===== src/rtl/branch_predict_if.sv =====
// Predict/resolve bundle between the pipeline and the branch predict unit.
// The pipeline drives the master side; the unit sits on the slave side.
interface branch_predict_if #(
    parameter int XLEN  = 32,
    parameter int CNT_W = 16
);
    logic [XLEN-1:0]  pred_pc;
    logic             pred_taken;
    logic             res_valid;
    logic [XLEN-1:0]  res_pc;
    logic [1:0]       br_sel;
    logic [XLEN-1:0]  alu_result;
    logic             res_pred_taken;
    logic [XLEN-1:0]  res_target;
    logic [XLEN-1:0]  res_fallthru;
    logic             take_branch;
    logic             mispredict;
    logic [XLEN-1:0]  redirect_pc;
    logic [CNT_W-1:0] mispredict_cnt;

    modport master (
        output pred_pc, res_valid, res_pc, br_sel, alu_result,
               res_pred_taken, res_target, res_fallthru,
        input  pred_taken, take_branch, mispredict, redirect_pc, mispredict_cnt
    );

    modport slave (
        input  pred_pc, res_valid, res_pc, br_sel, alu_result,
               res_pred_taken, res_target, res_fallthru,
        output pred_taken, take_branch, mispredict, redirect_pc, mispredict_cnt
    );
endinterface


===== src/rtl/branch_predict_unit.sv =====
// Branch resolution plus bimodal 2-bit BHT prediction; a misprediction produces a
// registered one-cycle redirect and bumps a saturating mispredict counter.
module branch_predict_unit #(
    parameter int XLEN      = 32,
    parameter int ENTRIES   = 64,
    parameter int PRED_MODE = 1,
    parameter int CNT_W     = 16
) (
    input logic              clk,
    input logic              rst_n,
    branch_predict_if.slave  bus
);
    localparam int IDX_W = $clog2(ENTRIES);

    logic [1:0]       bht [ENTRIES];
    logic [IDX_W-1:0] pred_idx;
    logic [IDX_W-1:0] res_idx;
    logic             is_zero;
    logic             take;
    logic             mis;
    logic             unused_pc_bits;

    assign pred_idx = bus.pred_pc[IDX_W+1:2];
    assign res_idx  = bus.res_pc[IDX_W+1:2];
    assign is_zero  = (bus.alu_result == '0);

    // Only the index bits of each PC take part; keep lint quiet about the rest.
    assign unused_pc_bits = ^{bus.pred_pc[XLEN-1:IDX_W+2], bus.pred_pc[1:0],
                              bus.res_pc[XLEN-1:IDX_W+2], bus.res_pc[1:0]};

    always_comb begin
        take = 1'b0;
        if (bus.res_valid) begin
            case (bus.br_sel)
                2'b00:   take = 1'b0;
                2'b01:   take = 1'b1;
                2'b10:   take = is_zero;
                default: take = !is_zero;
            endcase
        end
    end

    assign bus.take_branch = take;
    // Non-branches count too: a stale taken prediction on one must still redirect.
    assign mis = bus.res_valid && (take != bus.res_pred_taken);

    generate
        if (PRED_MODE == 0) begin : g_static
            assign bus.pred_taken = 1'b0;
        end else begin : g_bimodal
            // No bypass: a same-cycle update to this index shows up next cycle.
            assign bus.pred_taken = bht[pred_idx][1];
        end
    endgenerate

    always_ff @(posedge clk) begin
        if (!rst_n) begin
            for (int i = 0; i < ENTRIES; i++) begin
                bht[i] <= 2'b01;
            end
        end else if (PRED_MODE != 0 && bus.res_valid && bus.br_sel[1]) begin
            if (take) begin
                if (bht[res_idx] != 2'b11) bht[res_idx] <= bht[res_idx] + 2'd1;
            end else begin
                if (bht[res_idx] != 2'b00) bht[res_idx] <= bht[res_idx] - 2'd1;
            end
        end
    end

    always_ff @(posedge clk) begin
        if (!rst_n) begin
            bus.mispredict     <= 1'b0;
            bus.redirect_pc    <= '0;
            bus.mispredict_cnt <= '0;
        end else begin
            bus.mispredict <= mis;
            if (mis) begin
                bus.redirect_pc <= take ? bus.res_target : bus.res_fallthru;
                if (bus.mispredict_cnt != '1) begin
                    bus.mispredict_cnt <= bus.mispredict_cnt + CNT_W'(1);
                end
            end
        end
    end
endmodule


===== src/flat_wrapper.sv =====
// flat-port wrapper written by rule: the top's interface ports become plain ports
module branch_predict_unit_flat 
#(
    parameter int XLEN      = 32,
    parameter int ENTRIES   = 64,
    parameter int PRED_MODE = 1,
    parameter int CNT_W     = 16
)
  (clk, rst_n, bus_pred_pc, bus_res_valid, bus_res_pc, bus_br_sel, bus_alu_result, bus_res_pred_taken, bus_res_target, bus_res_fallthru, bus_pred_taken, bus_take_branch, bus_mispredict, bus_redirect_pc, bus_mispredict_cnt);
  branch_predict_if #(.XLEN(XLEN), .CNT_W(CNT_W)) bus_i ();
  input logic clk;
  input logic rst_n;
  input wire logic [$bits(bus_i.pred_pc)-1:0] bus_pred_pc;
  input wire logic [$bits(bus_i.res_valid)-1:0] bus_res_valid;
  input wire logic [$bits(bus_i.res_pc)-1:0] bus_res_pc;
  input wire logic [$bits(bus_i.br_sel)-1:0] bus_br_sel;
  input wire logic [$bits(bus_i.alu_result)-1:0] bus_alu_result;
  input wire logic [$bits(bus_i.res_pred_taken)-1:0] bus_res_pred_taken;
  input wire logic [$bits(bus_i.res_target)-1:0] bus_res_target;
  input wire logic [$bits(bus_i.res_fallthru)-1:0] bus_res_fallthru;
  output wire logic [$bits(bus_i.pred_taken)-1:0] bus_pred_taken;
  output wire logic [$bits(bus_i.take_branch)-1:0] bus_take_branch;
  output wire logic [$bits(bus_i.mispredict)-1:0] bus_mispredict;
  output wire logic [$bits(bus_i.redirect_pc)-1:0] bus_redirect_pc;
  output wire logic [$bits(bus_i.mispredict_cnt)-1:0] bus_mispredict_cnt;
  assign bus_i.pred_pc = bus_pred_pc;
  assign bus_i.res_valid = bus_res_valid;
  assign bus_i.res_pc = bus_res_pc;
  assign bus_i.br_sel = bus_br_sel;
  assign bus_i.alu_result = bus_alu_result;
  assign bus_i.res_pred_taken = bus_res_pred_taken;
  assign bus_i.res_target = bus_res_target;
  assign bus_i.res_fallthru = bus_res_fallthru;
  assign bus_pred_taken = bus_i.pred_taken;
  assign bus_take_branch = bus_i.take_branch;
  assign bus_mispredict = bus_i.mispredict;
  assign bus_redirect_pc = bus_i.redirect_pc;
  assign bus_mispredict_cnt = bus_i.mispredict_cnt;
  branch_predict_unit #(.XLEN(XLEN), .ENTRIES(ENTRIES), .PRED_MODE(PRED_MODE), .CNT_W(CNT_W)) u_core (.clk(clk), .rst_n(rst_n), .bus(bus_i));
endmodule

===== config.mk =====
export PLATFORM = sky130hd
export DESIGN_NAME = branch_predict_unit_flat
export DESIGN_NICKNAME = d
export VERILOG_FILES = /design/src/rtl/branch_predict_if.sv /design/src/rtl/branch_predict_unit.sv /design/src/flat_wrapper.sv
export SDC_FILE = /design/constraint.sdc
export NUM_CORES = 1
export LEC_CHECK = 0
export CAP_MARGIN = 25
export CORE_MARGIN = 5
export CORE_UTILIZATION = 51
export CTS_CLUSTER_DIAMETER = 150
export DETAILED_ROUTE_END_ITERATION = 8
export PLACE_DENSITY = 0.81
export SLEW_MARGIN = 20
export SYNTH_ARGS = -nofsm -noshare
export SYNTH_HDL_FRONTEND = slang
export SYNTH_SLANG_ARGS = --single-unit

===== constraint.sdc =====
create_clock -name clk -period 3.9 [get_ports clk]
set_clock_uncertainty 0.2 [all_clocks]
set_input_delay 0.39 -clock clk [delete_from_list [all_inputs] [get_ports clk]]
set_output_delay 0.39 -clock clk [all_outputs]
set_load 0.05 [all_outputs]

---- Word-level counts from Yosys, hierarchy flattened ----
Memories as Yosys holds them, arrays and structs flattened.
Cells that the tools add are included.
storage, ports and cells
  register bits after elaboration ......... 49
  RAM bits ................................ 128
  output and inout port bits .............. 51
  logic and storage cells ................. 39
  memories ................................ 1
operators by class
  $add $sub $neg .......................... 3
  equality and inequality tests ........... 5
  muxes and demuxes ....................... 18
  bitwise gates (word level) .............. 1
  reduce and logical (&&, ||, !) cells .... 8
memory list
  memory      depth  width  rd ports  clocked after memory_dff  write ports  RTL line                   RTL
  u_core.bht  64     2      2         0                         64           branch_predict_unit.sv:15  logic [1:0] bht [ENTRIES];
operators with widths
  cell                     number
  $logic_not A32 Y1        1
  $mux W32                 1
  $add A16 B1 Y16 const B  1
  $ne A16 B16 Y1 const B   1
  $mux W1                  13
  $mux W6                  1
  $mux W2                  2
  $pmux W1 S3              1
  $add A2 B1 Y2 const B    1
  $eq A2 B1 Y1 const B     1
  $eq A2 B2 Y1 const B     1
  $logic_and A1 B1 Y1      2
  $logic_not A2 Y1         1
  $ne A2 B2 Y1 const B     1
  $reduce_and A2 Y1        1
  $reduce_bool A2 Y1       1
  $reduce_or A2 Y1         1
  $sub A2 B1 Y2 const B    1
  $logic_not A1 Y1         1
  $ne A1 B1 Y1             1
  $or A1 B1 Y1             1

---- Depth between registers and ports, before layout ----
  depth in word-level cells ............... 11
  gate-level depth with buffers ........... 12
  gate-level depth less buffers ........... 8

---- Worst setup path after synthesis ----
OpenSTA, ideal clock, no wires.
  kind .................................... input to output
  from .................................... in bus_pred_pc[2]
  to ...................................... out bus_pred_taken
  arrival time ............................ 2961 ps
  slack ................................... 349 ps
  cell stages on the path ................. 5
  buffers on the path ..................... 2
  path through ............................ clkbuf_1 buf_1 mux4_2 mux4_2 mux4_2
between the ends
  cells in the longest elaborated chain, start to end .. 1
ends and longest elaborated chain
  item             RTL line            RTL
  start, declared  flat_wrapper.sv:13  input wire logic [$bits(bus_i.pred_pc)-1:0] bus_pred_pc;
  $mem_v2 Z64 W2   n/a
  end, declared    flat_wrapper.sv:21  output wire logic [$bits(bus_i.pred_taken)-1:0] bus_pred_taken;
Every way passes these cells.

==> results_tabular.tex <==
\begin{tabular}{lr}
\hline
Metric & Value \\
\hline
\multicolumn{2}{l}{\textbf{Outcome}} \\
\quad Status & completed \\
\multicolumn{2}{l}{\textbf{Finish}} \\
\quad Final net count & 1167 \\
\quad Final cell count without fillers & around 1200 \\
\quad Ratio of cells with drive above 1 in the final layout & 13.7\% \\
\quad Most frequent cells in the layout & 159 x sky130\_fd\_sc\_hd\_\_clkdlybuf4s50\_1, 128 x sky130\_fd\_sc\_hd\_\_edfxtp\_1, 122 x sky130\_fd\_sc\_hd\_\_nand2\_1 \\
\quad Final design area excluding fillers & $\sim$0.012 sq mm \\
\quad Most common cell after layout, fill and taps aside & sky130\_fd\_sc\_hd\_\_clkdlybuf4s50\_1 \\
\quad Final core area utilization & 66.5\% \\
\quad Layout overhead on the synthesized area & 28.4\% \\
\multicolumn{2}{l}{\textbf{Floorplanning}} \\
\quad Core Region & 0.0180 sq mm \\
\quad DIE WIDTH & 145 um \\
\quad Core Rows & 49 \\
\quad Vert. Die Dim & between 100 and 150 um \\
\quad Count of boundary I/O pins & between 200 and 250 \\
\quad Effective utilization at floorplan & just over 50\% \\
\quad Floorplan die area & 0.0211 sq mm \\
\multicolumn{2}{l}{\textbf{Placement}} \\
\quad Area after DPL & 0.0114 sq mm \\
\quad Estimated wirelength of the detail-placed design & 19.3 mm \\
\quad Global placer's final weighted congestion & 0.899 \\
\quad Count of placed standard cells including taps & 1209 \\
\quad Number of buffers added on ports & 164 \\
\multicolumn{2}{l}{\textbf{Global route}} \\
\quad Global-route usage over all layers & about a quarter \\
\quad First-pass GRT wire length & 43.5 mm \\
\quad Pin count of the biggest net entering global routing & 114 \\
\quad Number of antenna violations at the first check in global routing & 1 \\
\quad Via count of the first global-routing pass & 7777 \\
\quad Remaining Overflow, GRT & 0 \\
\multicolumn{2}{l}{\textbf{Power and ir drop}} \\
\quad Leakage power figure & 4.39 nW \\
\quad Register share of total power & a little under half \\
\quad Switching power & approximately 1.2 mW \\
\quad Combinational share of power & 17.4\% \\
\quad Maximum vdd drop & 0.000361 V \\
\quad Sw Ratio & 25.8\% \\
\quad Clk network pwr share & between 30\% and 40\% \\
\quad Power density normalized to cell area & 384 mW/mm\^{}2 \\
\quad Int Power & 3.41 mW \\
\quad Overall power consumption & 4.60 mW \\
\multicolumn{2}{l}{\textbf{Timing}} \\
\quad Slew headroom & 45.4\% \\
\quad Setup-failing EPs final & 0 \\
\quad Fmax & 0.272 GHz \\
\quad Pin slew with the least headroom to its limit & 0.817 ns \\
\quad Tcrit/Tclk final & 94.3\% \\
\quad Number of hold violations in the final report & 0 \\
\quad Fin. max-slew vios & 0 \\
\quad Clock period minus final worst setup slack & roughly 3.7 ns \\
\quad Setup repair after global routing missed its margin & no \\
\multicolumn{2}{l}{\textbf{Synthesis}} \\
\quad Portion of synthesized cell area occupied by the leading cell type & 41.2\% \\
\quad Number of flops mapped to enable cells by yosys & 128 \\
\quad Library cells used by synthesis & between 60 and 70 \\
\quad Per-instance average area after synthesis & 11.2 sq um \\
\quad Post-synth ARST share & 0\% \\
\quad Simple-gate share of the synthesized area & $\sim$16\% \\
\quad Dominant register cell in the synthesized netlist & sky130\_fd\_sc\_hd\_\_edfxtp\_1 \\
\quad Fraction of the mapped netlist area in adder cells & 0.134\% \\
\quad Compound-Gate Fraction of Synth Area & 11.2\% \\
\quad Share of cell area taken by muxes after synthesis & 14.3\% \\
\quad Gate count after technology mapping & 835 \\
\quad Synth area leader & sky130\_fd\_sc\_hd\_\_edfxtp\_1 \\
\quad Synthesis-stage register bit count & 177 \\
\quad Fraction of synthesized cell area in xor and xnor cells & 1.76\% \\
\quad Post-synth design cell area & 0.00934 sq mm \\
\quad Top cells by area, synth & sky130\_fd\_sc\_hd\_\_edfxtp\_1 41\%, sky130\_fd\_sc\_hd\_\_dfxtp\_1 11\%, sky130\_fd\_sc\_hd\_\_mux4\_2 6.5\% \\
\quad Dominant combinational cell family by area after synthesis & simple AND/OR/NAND/NOR gates \\
\quad Post-synth net total & 1002 \\
\quad Sequential element share of the synthesized area & between 50\% and 60\% \\
\quad Warning count from the yosys run & 0 \\
\multicolumn{2}{l}{\textbf{Worst setup path}} \\
\quad Worst Setup Start Kind & input pin \\
\quad Critical Setup Path Class & input pin to flip-flop \\
\quad Endpoint kind of the worst setup timing path & flip-flop \\
\quad Worst Reg-to-Reg Cells & 8 \\
\quad Required time of the worst setup path & 3.80 ns \\
\quad Critical path data arrival time & around 3.6 ns \\
\quad Worst-path maximum fanout & 25 \\
\multicolumn{2}{l}{\textbf{Clocking}} \\
\quad Post-CTS Setup Inserts & 0 \\
\quad Number of buffers inserted during clock tree synthesis & 17 \\
\quad CTS max path bufs & 2 \\
\quad Clk sinks & around 180 \\
\quad CTS tree & built \\
\quad Cell at the root of the clock tree & sky130\_fd\_sc\_hd\_\_clkbuf\_16 \\
\quad Total of hold buffers inserted after clock tree synthesis & 0 \\
\quad Clock input transition at the sequential cells of the worst setup and hold paths & 0.07 ns \\
\quad Clock insertion delay at the later pin of the skew report & 0.43 ns \\
\quad Post-CTS sizing & 0 \\
\quad Maximum level of the CTS H-tree & 4 \\
\multicolumn{2}{l}{\textbf{Worst hold path}} \\
\quad Hold Path Stages & 1 \\
\quad Worst hold path type & flip-flop to flip-flop \\
\multicolumn{2}{l}{\textbf{Run}} \\
\quad Reported max-cap violation count & 0 \\
\multicolumn{2}{l}{\textbf{Drt}} \\
\quad First DRT Iteration DRCs & between 900 and 1000 \\
\quad Number of remaining DRC errors & 0 \\
\quad Avg Vias per Cell & 6.26 \\
\quad Avg WL per Cell & 22.6 um \\
\quad Final wirelength & 28.1 mm \\
\quad Via total after detailed routing & a little under 8000 \\
\quad Initial DRT Pass Iterations & 9 \\
\quad Antenna-violating nets left & 0 \\
\hline
\end{tabular}
[routing by layer]
metal  track usage, %  part of all wire [%]
met1             33.2                    37
met2             42.5                    47
met3             8.95                    13
met4             9.19                   3.0
met5                0                     0
[cells in the mapped netlist (all sizes together), types with 2 or more instances]
library cell    n
a211oi          3
a21oi          10
a221oi          2
a22o            2
a22oi           7
a31oi           4
and2           15
and3            8
and4            2
buf            37
clkbuf         40
dfxtp          49
edfxtp        128
inv            14
mux2            9
mux2i          52
mux4           31
nand2         122
nand2b          4
nand3          17
nand3b          3
nand4           6
nor2           22
nor2b           5
nor3           79
nor4            9
o211a          32
o211ai          2
o21ai          69
o221ai          3
o22ai           6
or3b            9
xnor2           6
xor2           10
[worst max-delay path, cell delays in order]
cell and delay [ns]:
sky130_fd_sc_hd__clkdlybuf4s50_1 0.50, sky130_fd_sc_hd__buf_12 0.19, sky130_fd_sc_hd__buf_4 0.19, sky130_fd_sc_hd__and3b_1 0.21, sky130_fd_sc_hd__a22oi_1 0.24, sky130_fd_sc_hd__a31oi_1 0.16
sky130_fd_sc_hd__a211oi_1 0.33, sky130_fd_sc_hd__and4_1 0.31, sky130_fd_sc_hd__nor3_2 0.13, sky130_fd_sc_hd__or3b_1 0.56, sky130_fd_sc_hd__o21ai_0 0.36
[logic make-up (layout without fill, tap and decap cells)]
logic type                 after synthesis  count (layout)
buffers and inverters                   91             269
AOI/OAI and AO/OA                      151             151
xor gates and xnor gates                17              17
and+or+nand+nor                        306             306
adders and majority gates                1               1
muxes                                   92              92
other                                    0               1
DFF                                    177             177
[sequential cells by signal, indices dropped and copies added, names as in the netlist]
register,flops
u_core.bus.mispredict,1
u_core.bus.redirect_pc,32
u_core.bht,128
u_core.bus.mispredict_cnt,16
[worst paths after layout]
kind | slack, ns | startpoint | endpoint
worst max register to register | 0.40 | u_core.bht[9][0] | u_core.bht[51][1]
worst max-delay path | 0.22 | bus_res_pc[2] | u_core.bht[51][1]
worst min-delay path | 0.30 | u_core.bus.redirect_pc[29] | u_core.bus.redirect_pc[29]
worst min register to register | 0.30 | u_core.bus.redirect_pc[29] | u_core.bus.redirect_pc[29]
[power groups by stage]
stage               registers [mW]  clock network (mW)  logic (mW)
floorplan                     2.24                   0       0.370
global placement              2.14                   0       0.783
detailed placement            2.14                   0       0.793
CTS                           2.10                1.71       0.796
global route                  2.11                1.81       0.847
finish                        2.10                1.70       0.803
[per-stage QoR]
stage	hold WS, ns	setup TNS, ns	setup slack, ns
floorplan	0.336	0	0.349
global placement	0.278	0	0.00533
detailed placement	0.287	-0.813	-0.0561
CTS	0.302	0	0.372
global route	0.323	0	0.166
finish	0.296	0	0.221
[final cells by class]
type / instances / area, sq um
Multi-Input combinational cell: 567 / 4060
Clock inverter: 12 / 141
Inverter: 14 / 52.6
Timing Repair Buffer: 223 / 2180
Clock buffer: 20 / 437
Tap cell: 229 / 287
Antenna cell: 1 / 2.50
Fill cell: 1385 / 6040
Sequential cell: 177 / 4820
(Power assumes the default switching activity.)
